[config.mk]
export PLATFORM = sky130hd
export DESIGN_NAME = pipe_stage_reg
export DESIGN_NICKNAME = d
export VERILOG_FILES = /design/src/rtl/pipe_stage_reg.sv
export SDC_FILE = /design/constraint.sdc
export NUM_CORES = 1
export LEC_CHECK = 0
export BUFFER_PORTS_ARGS = -buffer_cell sky130_fd_sc_hd__buf_2
export CELL_PAD_IN_SITES_DETAIL_PLACEMENT = 1
export CELL_PAD_IN_SITES_GLOBAL_PLACEMENT = 2
export CORE_UTILIZATION = 28
export DETAILED_ROUTE_END_ITERATION = 10
export GPL_ROUTABILITY_DRIVEN = 0
export PLACE_DENSITY = 0.82
export RECOVER_POWER = 50
export SLEW_MARGIN = 0
export SYNTH_ARGS = -nofsm -noshare
export SYNTH_HDL_FRONTEND = slang
export SYNTH_SLANG_ARGS = --single-unit
[constraint.sdc]
create_clock -name clk -period 4.6 [get_ports clk]
set_clock_uncertainty 0.2 [all_clocks]
set_input_delay 0.69 -clock clk [delete_from_list [all_inputs] [get_ports clk]]
set_output_delay 0.69 -clock clk [all_outputs]
set_load 0.01 [all_outputs]
[src/rtl/pipe_stage_reg.sv]
// pipe_stage_reg: generic inter-stage pipeline register with flush, bubble/flush counters and illegal-stall flag
module pipe_stage_reg #(
    parameter int               WIDTH   = 32,
    parameter logic [WIDTH-1:0] NOP_VAL = '0,
    parameter int               STALL_W = 6,
    parameter int               STAGE   = 2,
    parameter int               CNT_W   = 16
) (
    input  logic               clk,
    input  logic               rst,
    input  logic [STALL_W-1:0] stall,
    input  logic               flush,
    input  logic               cnt_clr,
    input  logic               in_valid,
    input  logic [WIDTH-1:0]   in_data,
    output logic               out_valid,
    output logic [WIDTH-1:0]   out_data,
    output logic [CNT_W-1:0]   bubble_cnt,
    output logic [CNT_W-1:0]   flush_cnt,
    output logic               stall_err
);
    if (STAGE + 1 >= STALL_W) begin : g_bad_stage
        $error("pipe_stage_reg: STAGE+1 must be below STALL_W");
    end
    if (WIDTH < 1 || CNT_W < 1) begin : g_bad_width
        $error("pipe_stage_reg: WIDTH and CNT_W must be at least 1");
    end
    logic               valid_q, valid_d;
    logic [WIDTH-1:0]   data_q, data_d;
    logic [CNT_W-1:0]   bub_q, bub_d, fl_q, fl_d;
    logic               err_q, err_d;
    logic               up, dn, bubble, illegal, advance, unused_stall;
    assign unused_stall = ^stall;
    // Decode the stall pair into one slot action; flush takes precedence over every stall pattern
    always_comb begin
        up      = stall[STAGE];
        dn      = stall[STAGE+1];
        bubble  = !flush && up && !dn;
        illegal = !flush && !up && dn;
        advance = !flush && !up && !dn;
        valid_d = (flush || bubble) ? 1'b0 : advance ? in_valid : valid_q;
        data_d  = (flush || bubble || (advance && !in_valid)) ? NOP_VAL : advance ? in_data : data_q;
        err_d   = err_q || illegal;
        bub_d   = cnt_clr ? '0 : (bubble && bub_q != '1) ? bub_q + 1'b1 : bub_q;
        fl_d    = cnt_clr ? '0 : (flush && fl_q != '1) ? fl_q + 1'b1 : fl_q;
    end
    // Slot, counters and sticky error register; reset overrides everything
    always_ff @(posedge clk) begin
        if (rst) begin
            valid_q <= 1'b0;
            data_q  <= NOP_VAL;
            bub_q   <= '0;
            fl_q    <= '0;
            err_q   <= 1'b0;
        end else begin
            valid_q <= valid_d;
            data_q  <= data_d;
            bub_q   <= bub_d;
            fl_q    <= fl_d;
            err_q   <= err_d;
        end
    end
    assign out_valid  = valid_q;
    assign out_data   = data_q;
    assign bubble_cnt = bub_q;
    assign flush_cnt  = fl_q;
    assign stall_err  = err_q;
endmodule

# Word level (Yosys, flattened, before mapping)
# Cells that the tools add are included.
classes:
  addsub: 2
  reduce_logical: 18
  eq_ne: 2
op_table:
  columns: ["cell", "count"]
  rows:
  - ["$add A16 B1 Y16 const B", 2]
  - ["$ne A16 B16 Y1 const B", 2]
  - ["$logic_and A1 B1 Y1", 8]
  - ["$reduce_or A2 Y1", 3]
  - ["$logic_not A1 Y1", 4]
  - ["$logic_or A1 B1 Y1", 3]
totals:
  regBits: 66
  word_cells: 27
  output_inout_bits: 66
  inputBits: 43

# Depth between registers and ports, before layout
# Gate-level depths: netlist of the first run.
depth:
  ltp_word: 6
  ltp_mapped: 7
  depth_no_buf: 6

# Worst setup path before layout of the first run
# Ideal clock, no wire load.
synth_timing:
  path_type: "input-to-reg"
  startpoint: "input port flush"
  endpoint: "register bub_q[6], in the netlist bubble_cnt[6]"
  t_required_ns: 4.329
  path_slack_ns: 2.257
  path_stages: 6
  n_path_buf: 2
  arrival_ns: 2.072
  path_cell_list: "buf_6 -> or3b_1 -> or3_1 -> clkbuf_2 -> or3_1 -> a21oi_1"
synth_between:
  elab_chain_cells: 4
synth_lines:
  columns: ["item", "line_no", "rtl"]
  rows:
  - ["start, declared", "12", "input logic flush,"]
  - ["$logic_not A1 Y1", "38", "bubble = !flush && up && !dn;"]
  - ["$logic_and A1 B1 Y1 (2 in a row)", "38", null]
  - ["$logic_and A1 B1 Y1", "44", "bub_d = cnt_clr ? '0 : (bubble && bub_q != '1) ? bub_q + 1'b1 : bub_q;"]
  - ["end signal, assigned", "58", "bub_q <= bub_d;"]
  - ["end, declared", "30", "logic [CNT_W-1:0] bub_q, bub_d, fl_q, fl_d;"]
# No other way between the ends.
# A chain may end at the register's enable or synchronous reset.

# Worst setup path after layout of the first run
layout_timing:
  startpoint: "input port in_valid"
  endpoint: "register data_q[18], in the netlist out_data[18]"
layout_between:
  elab_chain_cells: 4
layout_lines:
  columns: ["item", "line_no", "rtl"]
  rows:
  - ["start, declared", "14", "input logic in_valid,"]
  - ["$logic_not A1 Y1", "42", "data_d = (flush || bubble || (advance && !in_valid)) ? NOP_VAL : advance ? in_data : data_q;"]
  - ["$logic_and A1 B1 Y1", "42", null]
  - ["$logic_or A1 B1 Y1", "42", null]
  - ["$reduce_or A2 Y1 (no source line)", null, null]
  - ["end signal, assigned", "57", "data_q <= data_d;"]
  - ["end, declared", "29", "logic [WIDTH-1:0] data_q, data_d;"]
# No other way between the ends.

==> impl_metrics.yaml, run 1 <==
drt:
  drt_iter0_markers: 47
  drt_wl_total_um: 7666
  drtPass1Iterations: 5
  postRouteAntennaNets: 0
  wl_per_cell_um: 13.33
  vias: 2687
  drc: 0
  viasPerCell: 4.673
clocking:
  cts_sinks: 66
  clockBufferDepth: 2
  clk_pin_slew_ns: 0.07
  clk_latency_ns: 0.34
  numCtsBuffers: 9
  post_cts_resized: 0
  hold_buffers: 0
  cts_tree: "done"
  post_cts_buffers: 0
  root_buffer: "clkbuf_8"
  cts_max_level: 3
worst_setup_path:
  crit_family: "compound AO/OA/AOI/OAI gates"
  cp_slowest_cell: "o21ai_0"
  arrival_ns: 2.91
  end_kind: "flop"
  crit_required_ns: 4.62
  cp_max_fo: 17
  timing.critical_path.cells: "buf_2 > nor2b_1 > o21ai_0 > buf_4 > a21oi_1"
  r2r_slack_ns: 2.44
  crit_buf_inv: 2
  start_kind: "input port"
  path_class: "input port to flop"
  cpPeakStageDelay_ns: 1.48
cells_and_area:
  nets: 486
  diodes: 0
  nFillCells: 1199
  finish.utilization_pct: 37.55
  design_area_um2: 3502
  drive_gt1_share_pct: 13.68
  syn_to_final_growth_pct: 28.10
global_routing:
  grt_pass1_vias: 2746
  grt_max_degree: 34
  overflow: 0
  antenna_found_initial: 0
  grt_pass1_wl_um: 12790
  grt.total_usage_pct: 16.02
synth:
  syn_nets: 386
  synth-main-ff-cell: "dfxtp_1"
  synth_common_cells: "nand2_1 (80), dfxtp_1 (66), nor2_1 (39)"
  yosysUniqueCellTypes: 34
  ys_top_cells_by_area: "dfxtp_1 (48%), nand2_1 (11%), a21oi_1 (6.8%)"
  yosys_warnings: 0
  ys_seq_area_share_pct: 48.33
  synth.largest_area_cell: "dfxtp_1"
  synth_cells: 341
  synth_most_common_cell: "nand2_1"
  synth_edf_count: 0
  synthesis.area_um2: 2734
  ys_async_sr_fraction_pct: 0
  syn_avg_cell_area_um2: 8.017
  synth_top_cell_area_share_pct: 48.33
  ys_seq_elements: 66
power:
  power_mw: 1.173
  power_frac_clock_pct: 46.3
  power_frac_seq_pct: 49.2
  p_sw_share_pct: 22.11
  vdd.ir_drop.worst_v: 0.0001570
  switchingPower_mw: 0.2594
  power.internal_mw: 0.9136
  p_leak_nw: 1.136
  power.share.combinational_pct: 4.5
  power_density_nw_per_um2: 334.9
die:
  num_rows: 35
  core_um2: 9328
  start_util_pct: 29.31
  io-pin-count: 109
  dieArea_um2: 10160
  die_x_um: 100.8
  die_h_um: 100.8
sta:
  slew_headroom_pct: -33.65
  hold_viol_final: 0
  finalSetupViolCount: 0
  final.setup.worst_slack_ns: 1.711
  layout_min_cycle_time_ns: 2.889
  finalCritPeriodShare_pct: 62.81
  tightest_slew_ns: 1.984
  rsz0062_at_grt: "no"
  max_clock_freq_mhz: 346.1
  tns_ns: 0
  slew_viol_final: 18
outcome:
  violations: "max-capacitance violations, max-slew violations"
  status: "finished with violations"
placed_design:
  place_area_um2: 3366
  post-place-ws_ns: 1.862
  portBuffers: 104
  dpl.hpwl_um: 5482
run:
  drv_cap: 1
hold_path:
  worstHoldPathType: "flop to flop"
logic make-up (layout without fill, tap and decap cells):
group	after synthesis	in the layout	synth area share, %
and+or+nand+nor	171	171	27.73
muxes	2	2	0.7323
DFF	66	66	48.33
buffers and inverters	20	125	3.112
AOI/OAI and AO/OA	59	59	12.45
xor gates and xnor gates	21	21	6.728
adders and majority gates	2	2	0.9152
placed cells by master, fill, tap and decap left out, types with 4 or more instances in the layout:
| cell type | instances |
|---|---|
| xor2_1 | 7 |
| nor2_1 | 39 |
| nor3_1 | 6 |
| buf_2 | 41 |
| nand3_1 | 18 |
| clkbuf_1 | 64 |
| a31oi_1 | 4 |
| or3_1 | 4 |
| o21ai_0 | 5 |
| nand2_1 | 80 |
| nand4_1 | 9 |
| clkbuf_8 | 10 |
| a2111oi_0 | 4 |
| a211oi_1 | 5 |
| xnor2_1 | 14 |
| a21oi_1 | 37 |
| dfxtp_1 | 66 |
path summary, 6_finish.rpt:
kind | startpoint | end | cells after the start
worst max-delay path | in_valid | out_data[18] | 5
worst min register to register | out_data[22] | out_data[22] | 2
worst min-delay path | out_data[22] | out_data[22] | 2
worst max register to register | bubble_cnt[0] | bubble_cnt[15] | 6
layer usage:
layer | vias to the layer above | share of wire, % | GRT usage [%]
met2 | 70 | 47 | 27.40
li1 | 1363 | - | -
met3 | 6 | 6.5 | 6.449
met4 | 0 | 0.87 | 4.013
met1 | 1248 | 45 | 18.64
met5 | - | 0 | 0
flip-flops by register name, summed over array words and instances (netlist names):
signal	count
out_data	32
out_valid	1
bubble_cnt	16
stall_err	1
flush_cnt	16
worst reg2reg max path, delay by kind of cell (launching register included):
family / cells / cell delay [ns]
AND/OR/NAND/NOR: 3 / 0.70
flip-flops: 1 / 0.44
adder cells (fa/ha/maj): 1 / 0.23
AO/OA/AOI/OAI: 1 / 0.25
XOR/XNOR: 1 / 0.21
power by group through the flow:
stage	combinational (mW)	sequential [mW]	clock, mW
4_1_cts	0.0562	0.577	0.563
3_3_place_gp	0.0538	0.591	0
5_1_grt	0.0603	0.578	0.582
6_report	0.0529	0.578	0.543
3_5_place_dp	0.0561	0.591	0
2_1_floorplan	0.0256	0.592	0
area by class of cell:
cell class                 count  area [um^2]  area share [%]
sequential                    66         1321           37.73
tap                          129        161.4           4.609
clock buffer                  11        141.4           4.037
timing repair buffer         106        456.7           13.04
clock inverter                 5        77.57           2.215
inverter                       3        11.26          0.3215
multi-input combinational    255         1333           38.05
stage by stage:
| stage | hold slack (ns) | cells |
|---|---|---|
| 2_1_floorplan | 0.2805 | 341 |
| 3_3_place_gp | 0.2395 | 559 |
| 3_5_place_dp | 0.2460 | 559 |
| 4_1_cts | 0.2562 | 575 |
| 5_1_grt | 0.2820 | 575 |
| 6_report | 0.2561 | 575 |
No activity file was read; power rests on OpenSTA's default activity.
==> run 2: changes to the inputs <==
ABC_AREA = 1   (was default)
CORE_UTILIZATION = 26   (was 28)
PLACE_DENSITY = 0.77   (was 0.82)
clock period = 2.95 ns   (was 4.6 ns; I/O delays follow)
==> impl_metrics.yaml, run 2 <==
outcome:
  status: "finished with violations"
  violations: "design-rule violations, max-capacitance violations, max-slew violations"
hold_path:
  hold_path_startpoint: "rst"
  worstHoldPathType: "input port to flop"
  whs_endpoint: "stall_err"
  hold_path_depth: 2
cells_and_area:
  nets: 608
  syn_to_final_growth_pct: 25.92
  drive_gt1_share_pct: 14.61
  final_cell_mix: "nand2_1 (113), nor2_1 (80), clkbuf_1 (68), dfxtp_1 (66), nand3_1 (62)"
  layout_commonest_cell: "nand2_1"
  multi_input_area_um2: 1610
  finish.utilization_pct: 34.23
  diodes: 0
  design_area_um2: 3975
  nFillCells: 1514
  regArea_um2: 1321
  largest_reg_flops: 32
drt:
  wl_per_cell_um: 13.93
  drt_iter0_markers: 100
  drtPass1Iterations: 7
  postRouteAntennaNets: 0
  drt_wl_total_um: 9904
  vias: 3347
  viasPerCell: 4.707
  drc: 7
sta:
  slew_headroom_pct: -1.453
  hold_viol_final: 0
  slew_viol_final: 35
  max_clock_freq_mhz: 457.4
  tns_ns: 0
  fin_hold_ws_ns: 0.1423
  finalCritPeriodShare_pct: 74.11
  finalSetupViolCount: 0
  layout_min_cycle_time_ns: 2.186
  rsz0062_at_grt: "no"
  tightest_slew_ns: 1.522
worst_setup_path:
  start_kind: "input port"
  crit_required_ns: 3.02
  worstRegToRegCells: 7
  cpPeakStageDelay_ns: 1.11
  cp_slowest_cell: "clkbuf_1"
  path_class: "input port to flop"
  end_kind: "flop"
  timing.critical_path.cells: "buf_2 > nor2_4 > clkbuf_1 > nand3_1 > a21oi_2"
  r2r_slack_ns: 0.91
  arrival_ns: 2.25
  reg2reg_to: "flush_cnt[3]"
  cp_max_fo: 34
  reg2reg_from: "flush_cnt[0]"
power:
  power_density_nw_per_um2: 503.6
  power_mw: 2.002
  p_leak_nw: 1.432
  vdd.ir_drop.worst_v: 0.0002092
synth:
  synth_cells: 459
  ys_async_sr_fraction_pct: 0
  synth-main-ff-cell: "dfxtp_1"
  synth_top_cell_area_share_pct: 41.85
  syn_nets: 504
  ys_top_cells_by_area: "dfxtp_1 (42%), nand2_1 (13%), nand3_1 (9.8%)"
  syn_avg_cell_area_um2: 6.878
  synth_edf_count: 0
  synth.largest_area_cell: "dfxtp_1"
  ys_seq_area_share_pct: 41.85
  yosysUniqueCellTypes: 27
  synthesis.area_um2: 3157
  synth_most_common_cell: "nand2_1"
  yosys_warnings: 0
  ys_seq_elements: 66
  synth_common_cells: "nand2_1 (113), nor2_1 (81), dfxtp_1 (66)"
die:
  die_x_um: 112.2
  io-pin-count: 109
  start_util_pct: 27.18
  die_h_um: 112.2
  num_rows: 39
  dieArea_um2: 12590
  core_um2: 11610
global_routing:
  grt.total_usage_pct: 16.49
  grt_max_degree: 37
  antenna_found_initial: 0
  grt_pass1_wl_um: 16390
  overflow: 0
  grt_pass1_vias: 3416
placed_design:
  dpl.hpwl_um: 7276
  portBuffers: 104
  place_area_um2: 3796
clocking:
  post_cts_buffers: 0
  root_buffer: "clkbuf_16"
  numCtsBuffers: 9
  cts_sinks: 66
  clk_latency_ns: 0.33
  hold_buffers: 0
  clk_pin_slew_ns: 0.06
  clockBufferDepth: 2
  cts_tree: "done"
  post_cts_resized: 0
  cts_max_level: 3
run:
  drv_cap: 1
==> run 2: cell count changes after synthesis, sizes merged, moves of 5 or more <==
cell    change
a211oi      -5
a21oi      +18
buf         +8
clkbuf      -7
inv        +27
nand2      +35
nand3      +45
nor2       +48
xnor2      -14
xor2        -6
==> run 2: layer usage <==
layer	wire length [um]	GRT usage (%)	vias to the layer above
li1	-	-	1703
met1	4491	19.83	1572
met2	4853	28.53	60
met3	372	2.970	12
met4	187	7.733	0
met5	0	0	-
==> run 2: how the worst max path moves through the flow <==
stage / startpoint / to
after global placement: stall[3] / bubble_cnt[14]
after detailed placement: stall[3] / bubble_cnt[12]
after global routing: stall[2] / out_data[7]
final: stall[2] / out_data[3]
after CTS: flush_cnt[0] / flush_cnt[3]
after floorplan: bubble_cnt[1] / bubble_cnt[11]
==> run 2: cell type report <==
class	instances	share of cell area (%)
Inverter	30	2.833
Tap cell	143	4.501
Multi-Input combinational cell	345	40.51
Clock inverter	5	0.7869
Timing Repair Buffer	111	12.28
Sequential cell	66	33.24
Clock buffer	11	5.855
==> run 2: kinds of logic after synthesis <==
kind of cell | share of synthesized area (%)
buffers and inverters | 7.214
flip-flops | 41.86
XOR/XNOR | 0.2775
AND/OR/NAND/NOR | 38.92
AO/OA/AOI/OAI | 10.94
adder cells (fa/ha/maj) | 0.7926
==> run 2: worst max-delay path: cells and delay by family <==
kind                   cells  cell delay (ns)
buffers and inverters      2             1.25
and+or+nand+nor            2             0.34
AOI/OAI and AO/OA          1             0.21
==> run 2: metrics by stage <==
stage	setup WS [ns]	cells
2_1_floorplan	1.336	459
3_3_place_gp	0.8580	695
3_5_place_dp	0.7988	695
4_1_cts	0.8812	711
5_1_grt	0.4759	711
6_report	0.7638	711
==> run 2: report_power, final <==
| group | internal, mW | total, mW | switching, mW |
|---|---|---|---|
| combinational | 0.0434 | 0.123 | 0.0796 |
| sequential | 0.900 | 0.905 | 0.00549 |
| clock | 0.566 | 0.974 | 0.408 |
==> run 3: changes to the inputs <==
CORE_UTILIZATION = 24   (was 26)
PLACE_DENSITY = 0.75   (was 0.77)
clock period = 2 ns   (was 2.95 ns; I/O delays follow)
==> impl_metrics.yaml, run 3 (synthesized netlist as in run 2, its figures left out) <==
sta:
  finalCritPeriodShare_pct: 88.73
  tightest_slew_ns: 1.005
  final.setup.worst_slack_ns: 0.2253
  slew_viol_final: 0
  slew_headroom_pct: 32.73
  max_clock_freq_mhz: 563.5
  hold_viol_final: 0
  finalSetupViolCount: 0
  layout_min_cycle_time_ns: 1.775
  tns_ns: 0
  rsz0062_at_grt: "no"
  fin_hold_ws_ns: 0.01915
cells_and_area:
  fin_cells: 744
  final_cell_mix: "nand2_1 (113), nor2_1 (79), dfxtp_1 (66), clkbuf_1 (65), nand3_1 (62)"
  drive_gt1_share_pct: 15.73
  syn_to_final_growth_pct: 30.40
  multi_input_area_um2: 1613
  nets: 612
  largest_reg_flops: 32
  finish.utilization_pct: 32.36
  nFillCells: 1691
  regArea_um2: 1321
  diodes: 0
  layout_commonest_cell: "nand2_1"
worst_setup_path:
  crit_required_ns: 2.03
  cp_slowest_cell: "dfxtp_1"
  reg2reg_from: "bubble_cnt[6]"
  r2r_slack_ns: 0.23
  crit_family: "simple AND/OR/NAND/NOR gates"
  path_class: "flop to flop"
  reg2reg_to: "bubble_cnt[1]"
  worstRegToRegCells: 9
  cpPeakStageDelay_ns: 0.40
  start_kind: "flop"
  crit_buf_inv: 2
  timing.critical_path.cells: "nand2_1 > inv_1 > nand2_1 > nor2_1 > nand2_2 > nand2_1 > inv_1 > nor2_1 > nor2_1"
  end_kind: "flop"
  arrival_ns: 1.80
  cp_max_fo: 14
drt:
  wl_per_cell_um: 13.44
  drc: 0
  postRouteAntennaNets: 0
  drtPass1Iterations: 4
  viasPerCell: 4.513
  vias: 3358
  drt_iter0_markers: 120
  drt_wl_total_um: 10000
clocking:
  cts_sinks: 66
  clk_latency_ns: 0.34
  post_cts_buffers: 0
  numCtsBuffers: 9
  cts_tree: "done"
  root_buffer: "clkbuf_16"
  cts_max_level: 3
  clockBufferDepth: 2
  clk_pin_slew_ns: 0.06
die:
  core_um2: 12720
  io-pin-count: 109
  dieArea_um2: 13620
  die_h_um: 116.7
  die_x_um: 116.7
  start_util_pct: 24.81
  num_rows: 41
power:
  vdd.ir_drop.worst_v: 0.0003314
  power_frac_clock_pct: 53.6
  p_leak_nw: 1.485
  power_density_nw_per_um2: 794.9
  power.internal_mw: 2.520
  switchingPower_mw: 0.7518
  power.share.combinational_pct: 5.6
  p_sw_share_pct: 22.98
  power_frac_seq_pct: 40.8
placed_design:
  dpl.hpwl_um: 7252
  dpl.cell_count: 727
  portBuffers: 104
  post-place-ws_ns: 0.06303
hold_path:
  whs_endpoint: "stall_err"
  worstHoldPathType: "input port to flop"
  hold_path_depth: 3
  hold_path_startpoint: "stall[3]"
global_routing:
  grt_pass1_wl_um: 16050
  grt_pass1_vias: 3285
  overflow: 0
  grt_max_degree: 35
  grt.total_usage_pct: 15.55
  antenna_found_initial: 0
run:
  drv_cap: 0
outcome:
  status: "finished clean"
[run 3: changes by cell type in the layout (fill, tap and decap cells not counted), moves of 2 or more]
| cell | previous run | this run |
|---|---|---|
| buf_2 | 39 | 42 |
| clkbuf_1 | 68 | 65 |
| clkinv_2 | 3 | 1 |
| bufinv_16 | 0 | 2 |
[run 3: through the flow]
step	area, um^2	power (mW)
floorplan	3157	1.469
global placement	3867	1.548
detailed placement	3867	1.552
CTS	4205	3.340
global route	4116	3.427
finish	4116	3.272
[run 3: layout make-up]
class                           count  share of cell area (%)
Clock buffer                       10                   5.805
Tap cell                          172                   5.228
Sequential cell                    66                   32.10
Timing Repair Buffer              115                   12.80
Multi-Input combinational cell    345                   39.18
Inverter                           30                   2.736
Clock inverter                      6                   2.158
[run 3: tightest hold or removal path, stage by stage]
cell and delay, ns:
buf_2 0.09, a21oi_1 0.06, nor2_1 0.07
[run 3: power groups by stage]
stage               Sequential, mW  Clock, mW  Combinational [mW]
finish                        1.34       1.75               0.182
global route                  1.34       1.89               0.205
CTS                           1.33       1.82               0.190
detailed placement            1.36          0               0.188
global placement              1.36          0               0.184
floorplan                     1.37          0               0.101
[run 3: layer usage]
metal / track usage, % / vias up / share of wire [%]
li1: - / 1708 / -
met5: 0 / - / 0
met3: 2.802 / 11 / 2.5
met2: 25.29 / 58 / 47
met1: 19.43 / 1581 / 48
met4: 8.608 / 0 / 2.3
[run 3: worst max-delay path by stage]
stage | startpoint | to | slack (ns) | cells past startpoint
floorplan | bubble_cnt[1] | bubble_cnt[11] | 0.39 | 6
global placement | stall[2] | out_data[1] | 0.11 | 5
detailed placement | stall[2] | out_data[2] | 0.06 | 5
CTS | bubble_cnt[1] | bubble_cnt[8] | 0.13 | 6
global route | bubble_cnt[1] | bubble_cnt[8] | 0.01 | 6
finish | bubble_cnt[6] | bubble_cnt[1] | 0.23 | 9
[run 3: what timing repair did]
action                                 4_1_cts  5_1_grt
hold buffers                                 1        0
resized for setup                            0        1
endpoints found under the hold margin        1        0
setup endpoints to repair                    0        4
